**config.mk**
```make
export PLATFORM = sky130hd
export DESIGN_NAME = apuf_challenge_sequencer
export DESIGN_NICKNAME = d
export VERILOG_FILES = /design/src/rtl/apuf_challenge_sequencer_pkg.sv /design/src/rtl/apuf_lfsr64.sv /design/src/rtl/apuf_challenge_sequencer.sv
export SDC_FILE = /design/constraint.sdc
export NUM_CORES = 1
export LEC_CHECK = 0
export BUFFER_PORTS_ARGS = -buffer_cell sky130_fd_sc_hd__buf_2
export CAP_MARGIN = 15
export CORE_ASPECT_RATIO = 1.2
export CORE_MARGIN = 5
export CORE_UTILIZATION = 25
export CTS_CLUSTER_DIAMETER = 100
export DETAILED_ROUTE_END_ITERATION = 16
export GPL_TIMING_DRIVEN = 0
export MAX_ROUTING_LAYER = met4
export PLACE_DENSITY_LB_ADDON = 0.08
export SLEW_MARGIN = 5
export SYNTH_ARGS = -nofsm -noshare
export SYNTH_HDL_FRONTEND = slang
export SYNTH_SLANG_ARGS = --single-unit
export TNS_END_PERCENT = 20
```
**constraint.sdc**
```tcl
create_clock -name clk -period 3.59 [get_ports clk]
set_clock_uncertainty 0.1 [all_clocks]
set_input_delay 0.718 -clock clk [delete_from_list [all_inputs] [get_ports clk]]
set_output_delay 0.718 -clock clk [all_outputs]
set_load 0.005 [all_outputs]
```
**src/rtl/apuf_challenge_sequencer_pkg.sv**
```systemverilog
// Shared types and constants for the arbiter-PUF challenge sequencer.
// Latency: n/a (declarations only).
// Backpressure: n/a.
package apuf_challenge_sequencer_pkg;

    typedef enum logic [2:0] {
        ST_IDLE,
        ST_LOAD,
        ST_FIRE,
        ST_WAIT,
        ST_RELAX,
        ST_VOTE,
        ST_OUT,
        ST_DONE
    } state_t;

    // Right-shifting Galois form of x^64+x^63+x^61+x^60+1:
    // exponents 64,63,61,60 map to mask bits 63,62,60,59.
    localparam logic [63:0] LFSR_TAPS    = 64'hD800_0000_0000_0000;
    localparam logic [63:0] DEFAULT_SEED = 64'hACE1_0000_0000_0001;

    function automatic logic [63:0] lfsr_next(input logic [63:0] v);
        return v[0] ? ((v >> 1) ^ LFSR_TAPS) : (v >> 1);
    endfunction

endpackage

```
**src/rtl/apuf_lfsr64.sv**
```systemverilog
// 64-bit Galois LFSR challenge source with synchronous load and step.
// Latency: load/step take effect on the next clk edge.
// Backpressure: none; holds its value whenever neither load nor step is set.
// Ports: clk, rst_n (async low), load/load_val (zero maps to SEED), step, q.
module apuf_lfsr64
    import apuf_challenge_sequencer_pkg::*;
#(
    parameter logic [63:0] SEED = DEFAULT_SEED
) (
    input  logic        clk,
    input  logic        rst_n,
    input  logic        load,
    input  logic [63:0] load_val,
    input  logic        step,
    output logic [63:0] q
);

    logic [63:0] q_q;
    logic [63:0] q_d;

    // An all-zero state would lock the register, so a zero load falls back to SEED.
    always_comb begin
        q_d = q_q;
        if (load) begin
            q_d = (load_val == 64'd0) ? SEED : load_val;
        end else if (step) begin
            q_d = lfsr_next(q_q);
        end
    end

    always_ff @(posedge clk or negedge rst_n) begin
        if (!rst_n) begin
            q_q <= SEED;
        end else begin
            q_q <= q_d;
        end
    end

    assign q = q_q;

endmodule

```
**src/rtl/apuf_challenge_sequencer.sv**
```systemverilog
// Drives arbiter-PUF challenges/triggers, majority-votes NREP responses, packs words.
// Latency: ~ SETTLE + NREP*(TRIG_W + response + RELAX) cycles per voted bit.
// Backpressure: holds word_valid/word_data in OUT until word_ready; no PUF activity meanwhile.
// Ports: start/num_words/seed_load/seed control; cT/cB/tigSignal <-> respReady/respBit to PUF;
//        word_valid/word_ready/word_data stream; busy, done pulse, sticky timeout_err.
module apuf_challenge_sequencer
    import apuf_challenge_sequencer_pkg::*;
#(
    parameter int          NSTAGE  = 64,
    parameter int          NREP    = 7,
    parameter int          RESP_W  = 32,
    parameter int          SETTLE  = 8,
    parameter int          TRIG_W  = 4,
    parameter int          RELAX   = 16,
    parameter int          TIMEOUT = 255,
    parameter logic [63:0] SEED    = DEFAULT_SEED
) (
    input  logic              clk,
    input  logic              rst_n,
    input  logic              start,
    input  logic [15:0]       num_words,
    input  logic              seed_load,
    input  logic [NSTAGE-1:0] seed,
    output logic [NSTAGE-1:0] cT,
    output logic [NSTAGE-1:0] cB,
    output logic              tigSignal,
    input  logic              respReady,
    input  logic              respBit,
    output logic              word_valid,
    input  logic              word_ready,
    output logic [RESP_W-1:0] word_data,
    output logic              busy,
    output logic              done,
    output logic              timeout_err
);

    localparam int              BW        = (RESP_W > 1) ? $clog2(RESP_W) : 1;
    localparam logic [15:0]     SETTLE_M1 = 16'(SETTLE - 1);
    localparam logic [15:0]     TRIG_M1   = 16'(TRIG_W - 1);
    localparam logic [15:0]     RELAX_M1  = 16'(RELAX - 1);
    localparam logic [15:0]     TO_M1     = 16'(TIMEOUT - 1);
    localparam logic [7:0]      NREP_M1   = 8'(NREP - 1);
    localparam logic [7:0]      MAJ       = 8'(NREP / 2);
    localparam logic [BW-1:0]   LAST_BIT  = BW'(RESP_W - 1);

    state_t            state_q, state_d;
    logic [15:0]       cnt_q, cnt_d;
    logic [7:0]        ones_q, ones_d;
    logic [7:0]        rep_q, rep_d;
    logic [BW-1:0]     bitcnt_q, bitcnt_d;
    logic [15:0]       wcnt_q, wcnt_d;
    logic [15:0]       nwords_q, nwords_d;
    logic [RESP_W-1:0] word_q, word_d;
    logic              terr_q, terr_d;
    logic              zdone_q, zdone_d;
    logic [2:0]        rr_q, rr_d;

    logic              rr_rise;
    logic              lfsr_load;
    logic              lfsr_step;
    logic [63:0]       lfsr_q;

    // rr_q[1:0] is the two-flop synchroniser; rr_q[2] is the edge-detect history.
    assign rr_rise = rr_q[1] & ~rr_q[2];

    apuf_lfsr64 #(.SEED(SEED)) u_lfsr (
        .clk      (clk),
        .rst_n    (rst_n),
        .load     (lfsr_load),
        .load_val (64'(seed)),
        .step     (lfsr_step),
        .q        (lfsr_q)
    );

    // State register
    always_ff @(posedge clk or negedge rst_n) begin
        if (!rst_n) begin
            state_q <= ST_IDLE;
        end else begin
            state_q <= state_d;
        end
    end

    // Next-state logic
    always_comb begin
        state_d = state_q;
        case (state_q)
            ST_IDLE:  if (start && num_words != 16'd0) state_d = ST_LOAD;
            ST_LOAD:  if (cnt_q == SETTLE_M1) state_d = ST_FIRE;
            ST_FIRE:  if (cnt_q == TRIG_M1) state_d = ST_WAIT;
            ST_WAIT:  if (rr_rise || cnt_q == TO_M1) state_d = ST_RELAX;
            // Never re-trigger while the previous response is still asserted.
            ST_RELAX: if (cnt_q >= RELAX_M1 && !rr_q[1])
                          state_d = (rep_q < NREP_M1) ? ST_FIRE : ST_VOTE;
            ST_VOTE:  state_d = (bitcnt_q == LAST_BIT) ? ST_OUT : ST_LOAD;
            ST_OUT:   if (word_ready)
                          state_d = (wcnt_q + 16'd1 == nwords_q) ? ST_DONE : ST_LOAD;
            ST_DONE:  state_d = ST_IDLE;
            default:  state_d = ST_IDLE;
        endcase
    end

    // Outputs; the challenge is the LFSR itself, which only moves in IDLE and VOTE.
    always_comb begin
        tigSignal   = (state_q == ST_FIRE) || (state_q == ST_WAIT);
        word_valid  = (state_q == ST_OUT);
        busy        = (state_q != ST_IDLE);
        done        = (state_q == ST_DONE) || zdone_q;
        lfsr_load   = (state_q == ST_IDLE) && seed_load;
        lfsr_step   = (state_q == ST_VOTE);
        cT          = NSTAGE'(lfsr_q);
        cB          = NSTAGE'(lfsr_q);
        word_data   = word_q;
        timeout_err = terr_q;
    end

    // Datapath: phase timer, vote counter, packer, word counter.
    always_comb begin
        rr_d     = {rr_q[1:0], respReady};
        cnt_d    = (state_d != state_q) ? 16'd0 :
                   (cnt_q == 16'hFFFF) ? cnt_q : cnt_q + 16'd1;
        ones_d   = ones_q;
        rep_d    = rep_q;
        bitcnt_d = bitcnt_q;
        wcnt_d   = wcnt_q;
        nwords_d = nwords_q;
        word_d   = word_q;
        terr_d   = terr_q;
        zdone_d  = 1'b0;
        case (state_q)
            ST_IDLE: if (start) begin
                ones_d   = 8'd0;
                rep_d    = 8'd0;
                bitcnt_d = '0;
                wcnt_d   = 16'd0;
                terr_d   = 1'b0;
                nwords_d = num_words;
                zdone_d  = (num_words == 16'd0);
            end
            ST_WAIT: begin
                if (rr_rise) begin
                    ones_d = ones_q + 8'(respBit);
                end else if (cnt_q == TO_M1) begin
                    terr_d = 1'b1;
                end
            end
            ST_RELAX: if (state_d == ST_FIRE) rep_d = rep_q + 8'd1;
            ST_VOTE: begin
                word_d[bitcnt_q] = (ones_q > MAJ);
                ones_d   = 8'd0;
                rep_d    = 8'd0;
                bitcnt_d = (bitcnt_q == LAST_BIT) ? '0 : bitcnt_q + 1'b1;
            end
            ST_OUT: if (word_ready) wcnt_d = wcnt_q + 16'd1;
            default: ;
        endcase
    end

    always_ff @(posedge clk or negedge rst_n) begin
        if (!rst_n) begin
            cnt_q    <= 16'd0;
            ones_q   <= 8'd0;
            rep_q    <= 8'd0;
            bitcnt_q <= '0;
            wcnt_q   <= 16'd0;
            nwords_q <= 16'd0;
            word_q   <= '0;
            terr_q   <= 1'b0;
            zdone_q  <= 1'b0;
            rr_q     <= 3'd0;
        end else begin
            cnt_q    <= cnt_d;
            ones_q   <= ones_d;
            rep_q    <= rep_d;
            bitcnt_q <= bitcnt_d;
            wcnt_q   <= wcnt_d;
            nwords_q <= nwords_d;
            word_q   <= word_d;
            terr_q   <= terr_d;
            zdone_q  <= zdone_d;
            rr_q     <= rr_d;
        end
    end

endmodule

```
==> impl_metrics.csv <==
group,metric,value,unit
status,outcome,"complete, no violations",
floorplan,die_h,220.0,um
timing,fmax,0.3268,GHz
pwr,p_switching,2.939,mW
final_layout,syn2layout_area_growth,26.76,%
global_route,grt_pass1_wl,48760,um
global_route,antenna_found_initial,2,
final_layout,seq_area,0.004340,mm2
drt,highest_layer,"met4",
run,maxCapViolCount,0,
floorplan,ioPinCount,252,
timing,finalSetupViolCount,0,
synthesis,synth_warnings,0,
synthesis,avgSynthCellArea,9.073,um2
placed_design,port_buffers,251,
setup_path,startpoint_type,"register",
global_route,grt-ovfl-total,0,
clocking,cts_setup_buffers,0,
pwr,powerDensity,672.8,mW/mm2
final_layout,post-route-cell-area,0.01165,mm2
drt,routed_wl,32330,um
final_layout,layout_commonest_cell,"buf_2",
global_route,grt_max_degree,100,
floorplan,dieArea,0.04072,mm2
floorplan,coreArea,0.03661,mm2
clocking,clock-sinks,173,
placed_design,placed_cell_area,0.01108,mm2
synthesis,synthDistinctLibCells,65,
clocking,clk_latency,0.44,ns
setup_path,cp-end-kind,"register",
pwr,p_clk_share,23.8,%
timing,timing.slew.headroom,47.83,%
final_layout,multi_input_area,0.004105,mm2
final_layout,instances_no_fill,1774,
setup_path,critPathArrivalTime,3.31,ns
drt,routed-via-count,8247,
placed_design,detailed_place_hpwl,24790,um
clocking,cts_buffer_depth,2,
timing,hold_viol,0,
timing,post-route-period-util,85.23,%
timing,drv_slew,0,
clocking,post_cts_resized,0,
clocking,clkTransAtPathRegs,0.07,ns
synthesis,synth-edff-count,0,
pwr,sw_frac_of_total,37.49,%
pwr,ir_drop,0.2686,mV
clocking,postCtsHoldBufs,0,
drt,final_antenna_net_count,0,
floorplan,rows,77,
timing,rsz0062_at_grt,"false",
synthesis,ys_ff_latch,173,
final_layout,fin_nets,1382,
drt,drtIter0Drc,331,
clocking,root_buffer,"clkbuf_16",
synthesis,synthArstFlopShare,100.0,%
setup_path,critical_path_required,3.85,ns
global_route,track_usage,15.80,%
placed_design,placedCellCount,1739,
setup_path,cp_max_fo,10,
pwr,power.leakage,5.366,nW
timing,tns,0,ns
synthesis,synth_nets,1111,
drt,first_pass_iters,5,
synthesis,syn_inst,1013,
clocking,cts_buffers,17,
final_layout,layout-drive-gt1-share,32.07,%
synthesis,synth_seq_area_share,47.22,%
floorplan,initial_core_util,25.11,%
pwr,seqPwrFrac,38.7,%
drt,drc,0,
drt,met2_length,16480,um
clocking,cts_tree,"yes",
global_route,grt_pass1_vias,8206,
min_path,hold_class,"input pin to async pin",
synthesis,syn-cell-area,0.009191,mm2
final_layout,final_cell_mix,"buf_2 (252), dfrtp_1 (164), nor2_1 (157)",
pwr,power_frac_comb,37.5,%
pwr,internal_power,4.900,mW
drt,wl_met3,1088,um
clocking,cts.htree.levels,4,
final_layout,nFillCells,3951,
drt,wl_met1,14320,um
timing,worst_pin_slew,0.7754,ns
placed_design,gp_congestion,0.7901,
timing,fin_crit,3.060,ns
floorplan,chipWidth,185.0,um
synthesis,synth-main-ff-cell,"dfrtp_1",
setup_path,crit_type,"register to register",
drt,viasPerCell,4.649,
drt,wl_per_cell,18.22,um
per-stage QoR:
step	power, mW	hold WS [ns]	util [%]	setup slack [ns]
after floorplan	4.662	0.2312	-	1.162
after global placement	6.072	0.2367	30.16	-1.542
after detailed placement	6.098	0.2394	30.26	0.3772
after CTS	8.007	0.1710	31.80	0.3310
after global routing	8.402	0.1740	31.82	0.1846
final	7.839	0.1392	31.83	0.5303
per-layer routing:
metal / GRT usage, % / vias up
met3: 2.476 / 26
met5: - / -
met4: 3.818 / 0
li1: - / 4046
met2: 26.58 / 166
met1: 20.04 / 4009
path summary, 6_finish.rpt:
check	from	endpoint	slack, ns	cells past startpoint
max	state_q[2]	u_lfsr.q[60]	0.53	7
min	rst_n	cnt_q[9]	0.14	1
max reg2reg	state_q[2]	u_lfsr.q[60]	0.53	7
min reg2reg	rr_q[0]	rr_q[1]	0.26	0
max in group asynchronous	rst_n	u_lfsr.q[39]	2.28	2
min in group clk	rr_q[0]	rr_q[1]	0.26	0
flip-flops by register name, indices dropped and copies added, names as in the netlist:
register / cells
u_lfsr.q: 64
word_data: 32
cnt_q: 16
nwords_q: 16
wcnt_q: 16
ones_q: 8
rep_q: 8
bitcnt_q: 5
rr_q: 3
state_q: 3
timeout_err: 1
zdone_q: 1
final cells by class:
class / count / area share [%]
inverter: 11 / 0.3544
buffer: 120 / 6.046
sequential: 173 / 37.25
tap: 474 / 5.090
antenna: 3 / 0.06443
clock inverter: 12 / 1.106
multi-input combinational: 709 / 35.23
timing repair buffer: 252 / 11.10
clock buffer: 20 / 3.748
cells in the mapped netlist, types with 9 or more instances:
master	number	area, um2
xnor2_1	18	157.7
o22ai_1	40	250.2
o21ai_0	39	195.2
nand2_1	142	533.0
a31oi_1	31	193.9
nand3_1	33	165.2
nor2_1	157	589.3
a21oi_1	15	75.07
and3_1	11	68.82
nor4_1	27	168.9
mux2_2	33	371.6
buf_4	65	488.0
nand4_1	21	131.4
xor2_1	20	175.2
clkbuf_1	49	183.9
a21oi_2	9	78.83
dfrtp_1	164	4104
inv_1	11	41.29
nor3_1	16	80.08
ha_1	11	137.6
dfstp_2	9	236.5
power groups by stage:
stage               Clock (mW)  Sequential (mW)  Combinational (mW)
floorplan                    0             2.91                1.75
global placement             0             3.08                2.99
detailed placement           0             3.10                3.00
CTS                       1.93             3.06                3.01
global route              2.00             3.11                3.29
finish                    1.86             3.04                2.94
cell families (layout without fill, tap and decap cells):
group / count (synthesis) / in the layout / synth area share, %
simple gates: 448 / 448 / 22.58
mux: 33 / 33 / 4.043
fa+ha+maj: 11 / 11 / 1.497
xor+xnor: 38 / 38 / 3.621
other cells: 0 / 3 / 0
flops: 173 / 173 / 47.22
compound gates: 179 / 179 / 12.92
buf+inv: 131 / 415 / 8.113
critical path, cell delays in order, from the launching register on:
cell and delay (ns):
dfrtp_1 0.43, clkbuf_1 0.25, nor3_1 0.67, nand2_1 0.37, nand2_1 0.46, clkbuf_1 0.50
nor2_1 0.08, nor2_1 0.13
(Power assumes the default switching activity.)
